File: src/rtl/ip_pkg.sv
// Shared IPv4 receive/transmit constants and the receive FSM state type.
package ip_pkg;

    localparam logic [15:0] C_ETH_TYPE_IPV4 = 16'h0800;
    localparam logic [7:0]  C_IP_PROTO_ICMP = 8'd1;
    localparam logic [7:0]  C_IP_PROTO_UDP  = 8'd17;
    localparam logic [3:0]  C_IP_MIN_HDR    = 4'd5;

    typedef enum logic [1:0] {
        S_IDLE,
        S_HEADER,
        S_PAYLOAD,
        S_DROP
    } ip_state_e;

endpackage

File: src/rtl/ip_hdr_checksum.sv
// Byte-serial ones-complement header sum; ok reflects the word completed
// by the current byte so a caller can decide on the final header byte.
module ip_hdr_checksum (
    input  logic       clk,
    input  logic       rst,
    input  logic       clear,
    input  logic       en,
    input  logic       byte_index,
    input  logic [7:0] data,
    output logic       ok
);

    logic [7:0]  hi_q;
    logic [15:0] acc_q;
    logic [15:0] base;
    logic [16:0] sum;
    logic [15:0] folded;

    always_comb begin
        base   = clear ? 16'd0 : acc_q;
        sum    = {1'b0, base} + {1'b0, hi_q, data};
        folded = sum[15:0] + {15'd0, sum[16]};
        ok     = (en && byte_index) ? (folded == 16'hFFFF)
                                    : (acc_q == 16'hFFFF);
    end

    always_ff @(posedge clk or posedge rst) begin
        if (rst) begin
            hi_q  <= 8'd0;
            acc_q <= 16'd0;
        end else begin
            if (en && !byte_index)
                hi_q <= data;
            if (en && byte_index)
                acc_q <= folded;
            else if (clear)
                acc_q <= 16'd0;
        end
    end

endmodule

File: src/rtl/ip_rx.sv
// IPv4 receive layer: header parse/validate, padding strip and
// UDP/ICMP payload demultiplexing.
module ip_rx
    import ip_pkg::*;
#(
    parameter logic [31:0] P_SRC_IP       = {8'd192, 8'd168, 8'd01, 8'd0},
    parameter bit          P_BROADCAST_EN = 1'b1
) (
    input  logic        i_clk,
    input  logic        i_rst,
    input  logic [31:0] i_src_ip,
    input  logic        i_src_ip_valid,
    input  logic [15:0] i_mac_type,
    input  logic [7:0]  i_mac_data,
    input  logic        i_mac_last,
    input  logic        i_mac_valid,
    output logic [7:0]  o_udp_data,
    output logic [15:0] o_udp_len,
    output logic        o_udp_last,
    output logic        o_udp_valid,
    output logic [7:0]  o_icmp_data,
    output logic [15:0] o_icmp_len,
    output logic        o_icmp_last,
    output logic        o_icmp_valid,
    output logic [31:0] o_recv_src_ip,
    output logic        o_recv_src_valid,
    output logic        o_hdr_error,
    output logic        o_trunc_error
);

    ip_state_e   state_q, state_d;
    logic [31:0] ip_shd_q, ip_act_q;
    logic [5:0]  cnt_q;
    logic [3:0]  ver_q, ihl_q;
    logic [15:0] tlen_q;
    logic [13:0] frag_q;
    logic [7:0]  proto_q;
    logic [31:0] src_q, dst_q;
    logic [15:0] rem_q;
    logic        udp_sel_q;

    logic        is_ipv4, csum_en, csum_idx, csum_clr, csum_ok;
    logic [5:0]  last_idx;
    logic [15:0] hlen, plen;
    logic [31:0] dst_w;
    logic        proto_udp, hdr_end, hdr_bad, pass;
    logic        accept, hdr_err_d, trunc_d, fwd, fwd_last;

    ip_hdr_checksum u_csum (
        .clk        (i_clk),
        .rst        (i_rst),
        .clear      (csum_clr),
        .en         (csum_en),
        .byte_index (csum_idx),
        .data       (i_mac_data),
        .ok         (csum_ok)
    );

    always_comb begin
        is_ipv4  = (i_mac_type == C_ETH_TYPE_IPV4);
        csum_clr = (state_q == S_IDLE);
        csum_en  = i_mac_valid &&
                   ((state_q == S_IDLE && is_ipv4) || state_q == S_HEADER);
        csum_idx = (state_q == S_HEADER) ? cnt_q[0] : 1'b0;
        hlen     = {10'd0, ihl_q, 2'b00};
        plen     = tlen_q - hlen;
        // A short IHL still runs to the minimum header so it is reported.
        last_idx = (ihl_q < C_IP_MIN_HDR) ? 6'd19
                                          : {ihl_q, 2'b00} - 6'd1;
        hdr_end  = (state_q == S_HEADER) && i_mac_valid &&
                   (cnt_q == last_idx);
        dst_w    = (cnt_q == 6'd19) ? {dst_q[23:0], i_mac_data} : dst_q;
        proto_udp = (proto_q == C_IP_PROTO_UDP);
        hdr_bad  = (ver_q != 4'd4) || (ihl_q < C_IP_MIN_HDR) ||
                   (hlen >= tlen_q) || !csum_ok;
        pass     = (frag_q == 14'd0) &&
                   (dst_w == ip_act_q ||
                    (P_BROADCAST_EN && dst_w == 32'hFFFF_FFFF)) &&
                   (proto_udp || proto_q == C_IP_PROTO_ICMP);
    end

    always_ff @(posedge i_clk or posedge i_rst) begin
        if (i_rst)
            state_q <= S_IDLE;
        else
            state_q <= state_d;
    end

    always_comb begin
        state_d = state_q;
        unique case (state_q)
            S_IDLE:
                if (i_mac_valid && !i_mac_last)
                    state_d = is_ipv4 ? S_HEADER : S_DROP;
            S_HEADER:
                if (i_mac_valid && i_mac_last)
                    state_d = S_IDLE;
                else if (hdr_end)
                    state_d = (!hdr_bad && pass) ? S_PAYLOAD : S_DROP;
            S_PAYLOAD:
                if (i_mac_valid && i_mac_last)
                    state_d = S_IDLE;
                else if (i_mac_valid && rem_q == 16'd1)
                    state_d = S_DROP;
            S_DROP:
                if (i_mac_valid && i_mac_last)
                    state_d = S_IDLE;
            default:
                state_d = S_IDLE;
        endcase
    end

    always_comb begin
        accept    = hdr_end && !i_mac_last && !hdr_bad && pass;
        hdr_err_d = hdr_end && !i_mac_last && hdr_bad;
        fwd       = (state_q == S_PAYLOAD) && i_mac_valid;
        fwd_last  = fwd && (rem_q == 16'd1 || i_mac_last);
        trunc_d   = i_mac_valid && i_mac_last &&
                    ((state_q == S_HEADER) ||
                     (state_q == S_IDLE && is_ipv4) ||
                     (state_q == S_PAYLOAD && rem_q != 16'd1));
    end

    // New local IP only becomes active between frames.
    always_ff @(posedge i_clk or posedge i_rst) begin
        if (i_rst) begin
            ip_shd_q <= P_SRC_IP;
            ip_act_q <= P_SRC_IP;
        end else begin
            if (i_src_ip_valid)
                ip_shd_q <= i_src_ip;
            if (state_q == S_IDLE)
                ip_act_q <= ip_shd_q;
        end
    end

    always_ff @(posedge i_clk or posedge i_rst) begin
        if (i_rst) begin
            cnt_q     <= 6'd0;
            ver_q     <= 4'd0;
            ihl_q     <= 4'd0;
            tlen_q    <= 16'd0;
            frag_q    <= 14'd0;
            proto_q   <= 8'd0;
            src_q     <= 32'd0;
            dst_q     <= 32'd0;
            rem_q     <= 16'd0;
            udp_sel_q <= 1'b0;
        end else begin
            if (state_q == S_IDLE && i_mac_valid) begin
                {ver_q, ihl_q} <= i_mac_data;
                cnt_q          <= 6'd1;
            end else if (state_q == S_HEADER && i_mac_valid) begin
                cnt_q <= cnt_q + 6'd1;
                unique case (1'b1)
                    cnt_q == 6'd2: tlen_q[15:8] <= i_mac_data;
                    cnt_q == 6'd3: tlen_q[7:0]  <= i_mac_data;
                    cnt_q == 6'd6: frag_q[13:8] <= i_mac_data[5:0];
                    cnt_q == 6'd7: frag_q[7:0]  <= i_mac_data;
                    cnt_q == 6'd9: proto_q      <= i_mac_data;
                    cnt_q >= 6'd12 && cnt_q <= 6'd15:
                        src_q <= {src_q[23:0], i_mac_data};
                    cnt_q >= 6'd16 && cnt_q <= 6'd19:
                        dst_q <= {dst_q[23:0], i_mac_data};
                    default: ;
                endcase
            end
            if (accept) begin
                rem_q     <= plen;
                udp_sel_q <= proto_udp;
            end else if (fwd) begin
                rem_q <= rem_q - 16'd1;
            end
        end
    end

    always_ff @(posedge i_clk or posedge i_rst) begin
        if (i_rst) begin
            o_udp_data       <= 8'd0;
            o_udp_len        <= 16'd0;
            o_udp_last       <= 1'b0;
            o_udp_valid      <= 1'b0;
            o_icmp_data      <= 8'd0;
            o_icmp_len       <= 16'd0;
            o_icmp_last      <= 1'b0;
            o_icmp_valid     <= 1'b0;
            o_recv_src_ip    <= 32'd0;
            o_recv_src_valid <= 1'b0;
            o_hdr_error      <= 1'b0;
            o_trunc_error    <= 1'b0;
        end else begin
            o_udp_valid      <= fwd && udp_sel_q;
            o_udp_last       <= fwd_last && udp_sel_q;
            o_udp_data       <= (fwd && udp_sel_q) ? i_mac_data : 8'd0;
            o_icmp_valid     <= fwd && !udp_sel_q;
            o_icmp_last      <= fwd_last && !udp_sel_q;
            o_icmp_data      <= (fwd && !udp_sel_q) ? i_mac_data : 8'd0;
            o_recv_src_valid <= accept;
            o_hdr_error      <= hdr_err_d;
            o_trunc_error    <= trunc_d;
            if (accept) begin
                o_recv_src_ip <= src_q;
                o_udp_len     <= proto_udp ? plen : 16'd0;
                o_icmp_len    <= proto_udp ? 16'd0 : plen;
            end
        end
    end

endmodule

File: config.mk
export PLATFORM = sky130hd
export DESIGN_NAME = ip_rx
export DESIGN_NICKNAME = d
export VERILOG_FILES = /design/src/rtl/ip_pkg.sv /design/src/rtl/ip_hdr_checksum.sv /design/src/rtl/ip_rx.sv
export SDC_FILE = /design/constraint.sdc
export NUM_CORES = 1
export LEC_CHECK = 0
export ABC_CLOCK_PERIOD_IN_PS = 18660
export CAP_MARGIN = 20
export CORE_MARGIN = 5
export CORE_UTILIZATION = 50
export DETAILED_ROUTE_END_ITERATION = 7
export GPL_ROUTABILITY_DRIVEN = 0
export GPL_TIMING_DRIVEN = 1
export HOLD_SLACK_MARGIN = 0.1
export PLACE_DENSITY_LB_ADDON = 0.1
export SYNTH_ARGS = -nofsm -noshare
export SYNTH_HDL_FRONTEND = slang
export SYNTH_SLANG_ARGS = --single-unit
export TNS_END_PERCENT = 100
File: constraint.sdc
create_clock -name i_clk -period 18.66 [get_ports i_clk]
set_input_delay 3.732 -clock i_clk [delete_from_list [all_inputs] [get_ports i_clk]]
set_output_delay 3.732 -clock i_clk [all_outputs]
set_load 0.05 [all_outputs]
; Word level (Yosys, flattened, before mapping)
; Cells that the tools add are included.
[totals]
ff_bits = 310
input_bits = 61
output_inout_bits = 87
elab_cells = 141
[classes]
add_sub_neg = 6
n_lt_le_gt_ge = 6
n_eq_ne = 24
mux = 23
bitwise_logic = 1
n_reduce_logical = 52
[op_table]
columns = op, count
row1 = two-way mux 16 bit, 6
row2 = "equality test 16 bit, second input constant", 2
row3 = equality test 32 bit, 1
row4 = "equality test 32 bit, second input constant", 1
row5 = two-way mux 32 bit, 1
row6 = logical AND 1 bit, 27
row7 = AND reduction 3 bit, 7
row8 = two-way mux 6 bit, 3
row9 = adder 16 x 16 -> 17 bit, 1
row10 = adder 16 x 1 -> 16 bit, 1
row11 = "equality test 16 x 1 -> 1 bit, second input constant", 1
row12 = "equality test 16 x 12 -> 1 bit, second input constant", 1
row13 = greater-or-equal comparator 6 x 16 -> 1 bit, 1
row14 = two-way mux 8 bit, 2
row15 = "inequality test 16 x 1 -> 1 bit, second input constant", 1
row16 = "subtractor 16 x 1 -> 16 bit, second input constant", 1
row17 = subtractor 16 x 6 -> 16 bit, 1
row18 = zero test 14 bit, 1
row19 = two-way mux 2 bit, 7
row20 = "equality test 6 x 2 -> 1 bit, second input constant", 2
row21 = "equality test 6 x 3 -> 1 bit, second input constant", 2
row22 = "equality test 8 x 1 -> 1 bit, second input constant", 1
row23 = "equality test 8 x 5 -> 1 bit, second input constant", 1
row24 = logical OR 1 bit, 8
row25 = other kinds (24), 32

; Depth between registers and ports, before layout
; Gate-level depths: netlist of run 1.
[depth]
word_depth = 14
mapped_depth = 24
mapped_depth_nobuf = 19

; By module
; Synthesis of run 1 repeated with hierarchy kept, for this count alone.
[unflattened]
cells_unflattened = 1350
area_unflattened_um2 = 15618.7
[modules_own_cells]
columns = module, instances, cells_each, area_per_inst_um2, seq_area_each_um2
row1 = ip_rx, 1, 1078, 13185.1, 7171.9
row2 = ip_hdr_checksum, 1, 272, 2433.6, 600.6

; Least setup slack after synthesis of run 1
; No wires, ideal clock.
[synth_timing]
kind = input -> register
startpoint = input i_mac_data[0]
endpoint = register o_icmp_len[0]
setup_time_ns = 0.125
t_arrival_ns = 8.035
required_time_ns = 18.535
slack_ns = 10.500
cell_stages = 19
path_buffers = 2
path_cell_list = ha_1 > fa_1 > a21o_1 > a221oi_4 > o2111a_1 > o21bai_1 > a21o_1 > ha_1 > ha_1 > and4b_1 > nand2_1 > nor3_1 > xnor2_1 > a31oi_1 > or4_1 > or3_4 > buf_8 > buf_12 > mux2_4
[synth_via]
elab_chain_cells = 9
word_cells_on_any_way = 15
classes_between = add/sub (2) / eq/ne (3) / mux (2) / reduce/logical (8)
[synth_rtl]
columns = element, line
row1 = "start, declared", ip_rx.sv:14  ; input logic [7:0] i_mac_data,
row2 = adder 16 x 16 -> 17 bit, ip_hdr_checksum.sv:21  ; sum = {1'b0, base} + {1'b0, hi_q, data};
row3 = adder 16 x 1 -> 16 bit, ip_hdr_checksum.sv:22  ; folded = sum[15:0] + {15'd0, sum[16]};
row4 = equality test 16 bit, ip_hdr_checksum.sv:23  ; ok = (en && byte_index) ? (folded == 16'hFFFF)
row5 = two-way mux 1 bit, ip_hdr_checksum.sv:23
row6 = zero test 1 bit, ip_rx.sv:75  ; (hlen >= tlen_q) || !csum_ok;
row7 = logical OR 1 bit, ip_rx.sv:75
row8 = zero test 1 bit, ip_rx.sv:114  ; accept = hdr_end && !i_mac_last && !hdr_bad && pass;
row9 = logical AND 1 bit, ip_rx.sv:114
row10 = logical AND 1 bit (*), ip_rx.sv:114
row11 = "end signal, assigned", ip_rx.sv:204  ; o_icmp_len <= proto_udp ? 16'd0 : plen;
row12 = "end, declared", ip_rx.sv:22  ; output logic [15:0] o_icmp_len,
; Every way passes the cells marked *; elsewhere a longest branch is shown, timed or not.
; A chain may end at the register's enable or synchronous reset.

; Worst setup path after layout of run 1
[layout_timing]
startpoint = input i_mac_data[0]
endpoint = register o_recv_src_ip[14]
[layout_via]
elab_chain_cells = 9
word_cells_on_any_way = 15
classes_between = add/sub (2) / eq/ne (3) / mux (2) / reduce/logical (8)
[layout_rtl]
columns = element, line
row1 = adder 16 x 16 -> 17 bit, ip_hdr_checksum.sv:21
row2 = adder 16 x 1 -> 16 bit, ip_hdr_checksum.sv:22
row3 = equality test 16 bit, ip_hdr_checksum.sv:23
row4 = two-way mux 1 bit, ip_hdr_checksum.sv:23
row5 = zero test 1 bit, ip_rx.sv:75
row6 = logical OR 1 bit, ip_rx.sv:75
row7 = zero test 1 bit, ip_rx.sv:114
row8 = logical AND 1 bit, ip_rx.sv:114
row9 = logical AND 1 bit (*), ip_rx.sv:114
row10 = "end signal, assigned", ip_rx.sv:202  ; o_recv_src_ip <= src_q;
row11 = "end, declared", ip_rx.sv:25  ; output logic [31:0] o_recv_src_ip,
; Marked as above.

==> impl_metrics.ini, run 1 <==
[hold_path]
hold_depth = 2
hold_class = reg -> reg
min_to = ip_act_q[30]
min_from = ip_shd_q[30]

[cts]
cts.sinks = 310
cts_resized = 0
clockBufferDepth = 3
clock_latency_ps = 520
cts_root_buf = clkbuf_16
h-tree-depth = 2
ctsHoldBuffers = 0
cts_tree = yes
cts_setup_buffers = 0
clk_pin_slew_ps = 60
cts_made_buffers = 34

[setup_path]
crit_type = in -> reg
r2r_start = state_q[0]
required_ps = 19060
r2r_cells = 20
cp-start-kind = primary input
crit_arrival_ps = 10100
worstPathMaxFanout = 57
critPathCaptureType = register
r2r_slack_ps = 11720
reg2reg_to = o_recv_src_ip[14]

[power_and_ir_drop]
ir_drop_uv = 76.27
p_leak_nw = 8.558
power.density_nw_per_um2 = 127.2
total_power_mw = 2.378

[status]
status = finished clean

[synth]
synthCells = 1421
synth_seq_cells = 310
ys_seq_area_share_pct = 49.24
yosysWarningCount = 0
yosysMostFrequentCell = dfrtp_1
async_flop_share_pct = 100.0
avgSynthCellArea_um2 = 11.11
yosys-top-cells-count = dfrtp_1 (298), nand2_1 (151), mux2_2 (134), o21ai_0 (76), nor2_1 (68)
yosysTopAreaCell = dfrtp_1
syn_area_um2 = 15780
synth-edff-count = 0
syn_nets = 1513
yosysUniqueCellTypes = 84
synth_area_leaders = dfrtp_1 (47%), mux2_2 (9.6%), mux2_4 (6.0%)
yosys.area.top_type_share_pct = 47.25
ys.flop_type = dfrtp_1

[cells_and_area]
finalCoreUtilization_pct = 59.55
regArea_um2 = 7772
multi_input_area_um2 = 7441
fillerInstances = 2628
synthToLayoutAreaGrowth_pct = 18.43
layout.nets = 1639
drive_above_1_share_pct = 19.34
diodes = 0
layoutNonFillerInstCount = 1974
postLayoutCellArea_um2 = 18690

[place]
dp_cells = 1913
dp_slack_ps = 8410
dpl.hpwl_um = 26660
port_buffers = 147
placed_cell_area_um2 = 17480

[global_route]
grt_overflow = 0
grt_usage_pct = 21.52
grt_first_pass_wirelength_um = 62500
grt_pass1_vias = 11422
antenna_found_initial = 1
grt_max_degree = 201

[floorplanning]
num_rows = 65
fp.dieH_um = 187.7
start_util_pct = 50.28
core_area_um2 = 31390
ios = 148
die_area_um2 = 35220
die_w_um = 187.7

[drt]
dr.pass1.iters = 5
dr.first_iter.drc_count = 869
drc = 0
via_per_inst = 5.742
vias = 11335
wl_um = 38270
ant_nets = 0
wl_per_cell_um = 19.39

[sta]
fin_skew_ps = 12.57
fin_ws_ps = 8953
clock.fmax_mhz = 103.0
rsz0062_at_grt = false
whs_ps = 454.3
final-max-slew-violation-count = 0
fin_crit_ps = 9707
setup_violations = 0
post-route-period-util_pct = 52.02
worst_pin_slew_ps = 1067
setup_tns_ps = 0
hold_viol_final = 0
slew_headroom_pct = 28.70

[flow_run]
cap_violations = 0
[layer usage]
metal	share of wire [%]	wire (um)	global-route usage, %
met2	46	17570	34.19
met1	46	17440	30.50
met4	2.6	1003	6.352
met3	5.9	2244	3.797
met5	0.034	13	0
[cells in the final DEF (no fill, tap or decap), types with 38 or more instances in the layout]
master / instances
o21ai_0: 76
and2_1: 38
xnor2_1: 40
mux2_4: 63
clkdlybuf4s50_1: 147
dfrtp_1: 298
inv_1: 51
nand2_1: 151
mux2_2: 134
nor2_1: 67
[flip-flops by register name (all words and copies together), names as in the netlist, 2 cells and up]
register       cells
proto_q            8
ip_shd_q          32
u_csum.acc_q      16
src_q             32
tlen_q            16
o_udp_len         16
rem_q             16
cnt_q              6
dst_q             32
o_icmp_data        8
o_udp_data         8
o_icmp_len        16
frag_q            14
u_csum.hi_q        8
ihl_q              4
ip_act_q          32
o_recv_src_ip     32
state_q            2
ver_q              4
[critical path, stage by stage]
cell and delay, ps:
clkdlybuf4s50_1 780, ha_1 440, fa_1 430, a21o_1 220
a221oi_4 340, o2111a_1 300, o21bai_1 110, a21o_1 210
ha_1 210, ha_1 200, and4b_1 230, nand2_1 210
nor3_1 90, xnor2_1 200, a31oi_1 120, or4_1 660
or3_4 620, buf_4 490, mux2_4 420
[power breakdown]
group	leakage (nW)	internal [mW]	switching [mW]
logic	3.87	0.312	0.450
registers	4.09	0.793	0.108
clock network	0.593	0.442	0.273
total	8.56	1.55	0.832
[area by class of cell]
class,count,area share [%]
flip-flops and latches,310,41.58
clock buffers,51,5.542
multi-input cells,992,39.81
clock inverters,10,0.9572
well taps,402,2.691
inverters,52,1.084
repair buffers,157,8.340
[cell families (layout without fill, tap and decap cells)]
logic type / Yosys count / in the layout / synth area share [%]
AO/OA/AOI/OAI: 224 / 224 / 9.425
XOR/XNOR: 66 / 66 / 3.662
adder cells (fa/ha/maj): 31 / 31 / 2.553
buffers and inverters: 119 / 270 / 3.670
flip-flops: 310 / 310 / 49.24
multiplexers: 217 / 217 / 16.83
AND/OR/NAND/NOR: 454 / 454 / 14.62
[how the worst max path moves through the flow]
stage                   from           endpoint  slack, ps  cells past startpoint
2_1_floorplan          i_rst           cnt_q[0]       6380                      1
3_3_place_gp   i_mac_data[0]  o_recv_src_ip[21]       8560                     19
3_5_place_dp   i_mac_data[0]  o_recv_src_ip[18]       8410                     19
4_1_cts        i_mac_data[0]   o_recv_src_ip[2]       8980                     19
5_1_grt        i_mac_data[0]  o_recv_src_ip[20]       8630                     19
6_report       i_mac_data[0]  o_recv_src_ip[14]       8950                     19
Note: power is estimated with default switching activity, not from simulation.
==> run 2: changes to the inputs <==
- ABC_CLOCK_PERIOD_IN_PS: 18660 -> 9100
- clock period: 18.66 -> 9.1 ns (I/O delays scaled with it)
==> run 2 against run 1 <==
  * Non-clock buffer count is 8 higher
  * Cell area is 0.60% higher
  * Global-route usage is 0.30 points higher
  * Clock power is 110% higher
  * Routed wire length is 1.0% higher
  * Sequential power is 110% higher
  * Die area stayed put
  * Total power is 110% higher
  * First-iteration DRC count is 7.2% lower
  * Sequential cell count stayed put
  * Clock-buffer cell count is 5 lower
  * Core utilization is 0.35 points higher
  * Critical endpoint is now rem_q[1]
==> impl_metrics.ini, run 2 (synthesis gave the netlist of run 1 again) <==
[drt]
dr.pass1.iters = 5
vias = 11331
wl_um = 38650
drc = 0
dr.first_iter.drc_count = 806
ant_nets = 0
via_per_inst = 5.711
wl_per_cell_um = 19.48

[sta]
rsz0062_at_grt = false
fin_ws_ps = 1931
post-route-period-util_pct = 78.78
setup_violations = 0
clock.fmax_mhz = 139.5
setup_tns_ps = 0
hold_viol_final = 0
slew_headroom_pct = 24.43
fin_crit_ps = 7169
final-max-slew-violation-count = 0
worst_pin_slew_ps = 1119
fin_skew_ps = 20.66

[place]
port_buffers = 147
placed_cell_area_um2 = 17540
dp_slack_ps = 1443
dpl.hpwl_um = 27220

[floorplanning]
start_util_pct = 50.28
die_area_um2 = 35220
ios = 148
core_area_um2 = 31390
fp.dieH_um = 187.7
die_w_um = 187.7
num_rows = 65

[power_and_ir_drop]
clockPowerShare_pct = 30.7
ir_drop_uv = 184.6
power.density_nw_per_um2 = 263.2
combPwrFrac_pct = 31.8
switchingPower_mw = 1.743
p_leak_nw = 8.613
swShare_pct = 35.21
cell_internal_pwr_mw = 3.207
total_power_mw = 4.949
p_seq_share_pct = 37.5

[flow_run]
cap_violations = 0

[cts]
ctsHoldBuffers = 0
cts.sinks = 310
h-tree-depth = 2
clockBufferDepth = 3
cts_made_buffers = 35
clock_latency_ps = 530
cts_setup_buffers = 0
clk_pin_slew_ps = 60
cts_tree = yes
cts_root_buf = clkbuf_16
cts_resized = 0

[cells_and_area]
final_cell_mix = dfrtp_1 (298), nand2_1 (151), clkdlybuf4s50_1 (147)
mostFrequentLayoutCell = dfrtp_1
layout.nets = 1648
synthToLayoutAreaGrowth_pct = 19.14
finalCoreUtilization_pct = 59.90
drive_above_1_share_pct = 19.91
fillerInstances = 2653
diodes = 0
postLayoutCellArea_um2 = 18800

[setup_path]
cp_cell_sequence = clkdlybuf4s50_1 -> buf_4 -> ha_1 -> fa_1 -> a21o_1 -> a221oi_4 -> o2111a_1 -> o21bai_1 -> a21o_1 -> ha_1 -> ha_1 -> and4b_1 -> nand2_1 -> nor3_1 -> xnor2_1 -> a31oi_1 -> or4_1 -> or3_4 -> buf_12 -> mux2_1
crit_start = i_mac_data[0]
path_depth = 20
critPathCaptureType = register
crit_arrival_ps = 7580
crit_end = rem_q[1]
worstPathMaxFanout = 51
crit_slowest_cell = or3_4
crit_type = in -> reg
r2r_slack_ps = 2410
r2r_start = state_q[0]
reg2reg_to = rem_q[1]
r2r_cells = 20
cp-start-kind = primary input
critPathMaxStageDelay_ps = 660
crit_buf_inv = 3
required_ps = 9510
path_delay_family = simple AND/OR/NAND/NOR gates
cpMostUsedCell = ha_1

[global_route]
antenna_found_initial = 0
grt_util_met2_pct = 34.68
grtUsageMet3_pct = 3.295
grt_usage_pct = 21.82
grt_max_degree = 175
grt_first_pass_wirelength_um = 63310
busiest_layer = met2
met1_usage_pct = 31.04
grt_overflow = 0
grt_pass1_vias = 11490

[status]
status = finished clean

[hold_path]
hold_class = reg -> reg
run 2: worst register-to-register path: stages, from the launching register on:
cell and delay [ps]:
dfrtp_1 500, or2_2 630, and2_1 320, ha_1 220, fa_1 430, a21o_1 220
a221oi_4 360, o2111a_1 290, o21bai_1 80, a21o_1 200, ha_1 210, ha_1 200
and4b_1 230, nand2_1 210, nor3_1 100, xnor2_1 210, a31oi_1 130, or4_1 650
or3_4 660, buf_12 310, mux2_1 410
run 2: area by class of cell:
cell class | instances | area (um^2) | share of cell area, %
clock inverter | 17 | 282.8 | 1.504
sequential | 310 | 7772 | 41.33
multi-input combinational | 992 | 7441 | 39.57
inverter | 52 | 198.9 | 1.058
tap | 402 | 503.0 | 2.675
clock buffer | 46 | 977.2 | 5.197
timing repair buffer | 165 | 1629 | 8.663
run 2: worst min path at each step:
stage                  from            to  slack, ps  depth (start not counted)
2_1_floorplan  ip_shd_q[19]  ip_act_q[19]        430                          2
3_3_place_gp   ip_shd_q[30]  ip_act_q[30]        450                          2
3_5_place_dp    ip_shd_q[0]   ip_act_q[0]        450                          2
4_1_cts        ip_shd_q[19]  ip_act_q[19]        460                          2
5_1_grt        ip_shd_q[30]  ip_act_q[30]        490                          2
6_report       ip_shd_q[30]  ip_act_q[30]        460                          2
run 2: stage by stage:
step           std cells  hold WS [ps]
2_1_floorplan       1421         432.9
3_3_place_gp        1920         445.6
3_5_place_dp        1920         451.9
4_1_cts             1983         464.5
5_1_grt             1984         490.5
6_report            1984         459.8
run 2: metal layers:
metal  share of wire [%]  vias to the layer above
met3                 5.4                       71
met4                 2.9                        0
li1                    -                     5334
met2                  46                      385
met5                   0                        -
met1                  46                     5541
run 2: power groups by stage:
stage                     Combinational, mW  Sequential, mW  Clock [mW]
final                                  1.57            1.86        1.52
after global routing                   1.75            1.89        1.61
after CTS                              1.58            1.85        1.56
after detailed placement               1.57            1.88           0
after global placement                 1.54            1.87           0
after floorplan                        1.17            1.80           0
==> run 3: changes to the inputs <==
- ABC_CLOCK_PERIOD_IN_PS: 9100 -> 7300
- clock period: 9.1 -> 7.3 ns (I/O delays scaled with it)
==> run 3 against run 2 <==
  * Combinational power up 25%
  * Routed wire length down 0.20%
  * Clock skew down 4.3 ps
  * Via count up 0.67%
  * Critical path type unchanged
  * Largest power group unchanged
  * Highest routed layer unchanged
==> impl_metrics.ini, run 3 (synthesis gave the netlist of run 1 again) <==
[floorplanning]
die_w_um = 187.7
fp.dieH_um = 187.7
start_util_pct = 50.28
num_rows = 65
ios = 148
core_area_um2 = 31390
die_area_um2 = 35220

[power_and_ir_drop]
switchingPower_mw = 2.106
cell_internal_pwr_mw = 3.838
p_seq_share_pct = 38.7
clockPowerShare_pct = 28.4
power.density_nw_per_um2 = 317.8
p_leak_nw = 8.578
swShare_pct = 35.43
combPwrFrac_pct = 32.9
ir_drop_uv = 186.8

[place]
dpl.hpwl_um = 27220
port_buffers = 147

[cts]
ctsHoldBuffers = 0
cts_root_buf = clkbuf_16
cts.sinks = 310
cts_tree = yes
clockBufferDepth = 3
cts_resized = 0
h-tree-depth = 2
cts_setup_buffers = 0
clk_pin_slew_ps = 60
clock_latency_ps = 510
cts_made_buffers = 35

[hold_path]
hold_depth = 2
hold_class = reg -> reg

[sta]
hold_viol_final = 0
setup_tns_ps = 0
final-max-slew-violation-count = 0
worst_pin_slew_ps = 1148
clock.fmax_mhz = 152.5
whs_ps = 454.9
slew_headroom_pct = 22.45
fin_skew_ps = 16.32
fin_crit_ps = 6556
rsz0062_at_grt = false
post-route-period-util_pct = 89.81
setup_violations = 0

[drt]
wl_per_cell_um = 19.42
wl_um = 38580
dr.pass1.iters = 6
vias = 11407
via_per_inst = 5.744
dr.first_iter.drc_count = 900
ant_nets = 0
drc = 0

[global_route]
grt_usage_pct = 21.58
grt_first_pass_wirelength_um = 62310
grt_max_degree = 131
grt_pass1_vias = 11388
grt_overflow = 0
antenna_found_initial = 0

[cells_and_area]
final_cell_mix = dfrtp_1 (298), nand2_1 (151), clkdlybuf4s50_1 (147)
diodes = 0
synthToLayoutAreaGrowth_pct = 18.50
finalCoreUtilization_pct = 59.58
drive_above_1_share_pct = 19.76
mostFrequentLayoutCell = dfrtp_1
fillerInstances = 2653
layout.nets = 1652

[setup_path]
crit_type = in -> reg
r2r_cells = 20
cp-start-kind = primary input
critPathCaptureType = register
required_ps = 7700
worstPathMaxFanout = 54
crit_arrival_ps = 6950

[flow_run]
cap_violations = 0

[status]
status = finished clean
-- run 3: metal layers --
metal / wire length, um / track usage [%] / vias to the layer above
met2: 18140 / 35.73 / 352
li1: - / - / 5339
met3: 2082 / 3.518 / 69
met5: 0 / 0 / -
met1: 17350 / 29.84 / 5647
met4: 1004 / 5.703 / 0
-- run 3: worst paths after layout --
kind	from	to	slack [ps]
setup / recovery	i_mac_data[0]	o_recv_src_ip[13]	740
hold reg to reg	ip_shd_q[24]	ip_act_q[24]	450
setup reg to reg	state_q[0]	o_recv_src_ip[13]	970
min in group asynchronous	i_rst	o_icmp_len[5]	1300
hold / removal	ip_shd_q[24]	ip_act_q[24]	450
max in group asynchronous	i_rst	src_q[27]	4550
-- run 3: power groups by stage --
| stage | Combinational (mW) | Sequential (mW) | Clock [mW] |
|---|---|---|---|
| floorplan | 1.46 | 2.24 | 0 |
| global placement | 1.92 | 2.32 | 0 |
| detailed placement | 1.94 | 2.32 | 0 |
| CTS | 1.96 | 2.30 | 1.73 |
| global route | 2.18 | 2.34 | 1.80 |
| finish | 1.96 | 2.30 | 1.69 |
-- run 3: cell type report --
type | instances | area, um^2 | area share, %
multi-input cells | 992 | 7441 | 39.78
well taps | 402 | 503.0 | 2.689
flip-flops and latches | 310 | 7772 | 41.55
inverters | 52 | 198.9 | 1.064
repair buffers | 169 | 1674 | 8.950
clock inverters | 10 | 97.59 | 0.5218
clock buffers | 51 | 1017 | 5.439
-- run 3: critical path, cell delays in order --
cell and delay, ps:
clkdlybuf4s50_1 430, ha_1 250, fa_1 420, a21o_1 220
a221oi_4 350, o2111a_1 300, o21bai_1 90, a21o_1 200
ha_1 210, ha_1 200, and4b_1 240, nand2_1 200
nor3_1 80, xnor2_1 210, a31oi_1 140, or4_1 700
or3_4 560, buf_12 260, mux2_4 350
-- run 3: per-stage QoR --
step	cells	setup WS [ps]	area [um^2]	total power, mW
5_1_grt	1986	536.5	18700	6.323
4_1_cts	1986	788.6	18700	5.982
2_1_floorplan	1421	1412	15790	3.699
3_3_place_gp	1925	390.6	17590	4.233
6_report	1986	743.7	18700	5.945
3_5_place_dp	1925	261.9	17590	4.266
==> edit, RTL diff (flow settings as in run 1) <==
Set the parameter `P_BROADCAST_EN` to 1'b0 (it was 1'b1).
--- a/src/rtl/ip_rx.sv
+++ b/src/rtl/ip_rx.sv
@@ -4,7 +4,7 @@
     import ip_pkg::*;
 #(
     parameter logic [31:0] P_SRC_IP       = {8'd192, 8'd168, 8'd01, 8'd0},
-    parameter bit          P_BROADCAST_EN = 1'b1
+    parameter bit          P_BROADCAST_EN = 1'b0
 ) (
     input  logic        i_clk,
     input  logic        i_rst,
Behaviour: no difference found for any inputs over 10 cycles, from zero or initial values and one cycle with i_rst high; that may be too few to reach the edited logic, so the function may still have changed.
==> edit against run 1 <==
Total power fell by 3.5%; final cell count is 6.8% lower; area after synthesis shrank 3.9%; wire length is 12% lower; worst setup slack improved by 0.24 ns; final area fell by 2.8%; non-clock buffer count unchanged; sequential cell count unchanged.
==> edit: results (changes against run 1) <==
Power
  • Power dissipated by switching net loads: 0.7691 mW (-7.5%)
  • Leak: 8.875 nW (+3.7%)
  • Net switching share of the total power: 33.52% (-1.5 points)
  • Clock network power consumption: 0.720 mW (+0.7%)
  • Worst VDD drop: 0.1032 mV (+35%)

Cells and area
  • Total area of multi-input combinational cells: 7047 um^2 (-5.3%)
  • Share of final layout cell area taken by clock buffers and inverters: 6.597% (+0.098 points)
  • Number of nets in the layout: 1517 (-7.4%)
  • Final-layout clock buffer total: 40 (-22%)
  • Number of multi-input combinational cells in the layout: 901 (-9.2%)
  • Filler cells: 2450 (-6.8%)
  • Non-clock buffering overhead in the final layout: 8.621% (+0.28 points)
  • Invs w/o clock: 24 (-54%)
  • Fraction of layout cells with a size suffix above 1: 20.76% (+1.4 points)

Min path
  • WHS Path Cells: 2 (unchanged)
  • Startpoint of the most critical hold path: ip_shd_q[19]
  • Hold path endpoint: ip_act_q[19]

Synthesis
  • Most used standard cells in the synthesized netlist: dfrtp_1 (298), nand2_1 (153), mux2_2 (152), nor2_1 (72), mux2_4 (60)
  • Biggest area contributors in the synthesized netlist: dfrtp_1 (49%), mux2_2 (11%), mux2_4 (5.9%)
  • Share of synthesized area occupied by flip-flops and latches: 51.25% (+2.0 points)
  • Synthesized net count: 1383 (-8.6%)
  • Number of unique standard cell types used by synthesis: 66 (-21%)

Clock network
  • Number of H-tree levels: 1 (-1)
  • Clock latency at the later pin of the worst-skew pair: 0.58 ns (+0.06 ns)
  • Clock slew seen by the registers of the worst setup and hold paths: 0.06 ns (about the same)

Detailed routing
  • Vias per std cell: 5.440 (-5.3%)
  • Met2 Wirelength: 15290 um (-13%)
  • Routed WL: 33730 um (-12%)
  • DR iter-0 viols: 663 (-24%)
  • Wire length on met3: 1434 um (-36%)
  • Met1 Routed Length: 16240 um (-6.9%)

Run status
  • Status: completed

STA
  • Tightest Pin Transition: 1.029 ns (-0.03866 ns)
  • Worst hold-check slack: 0.4542 ns (-0.0001130 ns)
  • Final worst path period share: 50.73% (-1.3 points)

Global route
  • GRT Overall Usage: 19.85% (-1.7 points)
  • Met3 Track Usage GR: 2.427% (-1.4 points)
  • Global-route track usage on met1: 30.11% (-0.39 points)
  • Met2 Track Usage GR: 30.70% (-3.5 points)
  • Number of global-route vias before repair: 9873 (-14%)
  • Global-route wire length before repair: 54820 um (-12%)

Worst setup path
  • Critical path arrival: 9.93 ns (-0.17 ns)
  • R2r endpoint: o_recv_src_ip[16]
  • Count of cells along the worst register-to-register path: 22 (+10%)
  • R2r setup slk: 11.71 ns (about the same)
  • CP max FO: 47 (-18%)
  • Critical path's largest stage delay: 0.90 ns (+0.12 ns)

Place
  • Post-detail-place hpwl: 23840 um (-11%)
  • Pre-CTS setup slack: 8.698 ns (+0.2887 ns)
-- edit: cell count changes in the layout (fill, tap and decap cells not counted), moves of 9 or more --
cell     delta
o21ai_0    -41
o22ai_1    -14
nand3_1    -11
nor2b_1    -10
mux2_2     +18
inv_1      -28
mux2i_1    +32
nor3_1      -9
-- edit: metrics by stage --
| step | area (um^2) | util, % | cells |
|---|---|---|---|
| CTS | 18140 | 60.89 | 1839 |
| global route | 18170 | 60.98 | 1840 |
| global placement | 16940 | 56.87 | 1781 |
| finish | 18170 | 60.98 | 1840 |
| detailed placement | 16940 | 56.87 | 1781 |
| floorplan | 15170 | - | 1291 |
-- edit: kinds of logic (layout without fill, tap and decap cells) --
group | after synthesis | after routing | synth area share [%]
fa+ha+maj | 31 | 31 | 2.656
flops | 310 | 310 | 51.25
buf+inv | 80 | 239 | 2.368
simple gates | 410 | 410 | 13.45
compound gates | 120 | 120 | 5.239
mux | 263 | 263 | 20.59
xor+xnor | 77 | 77 | 4.446
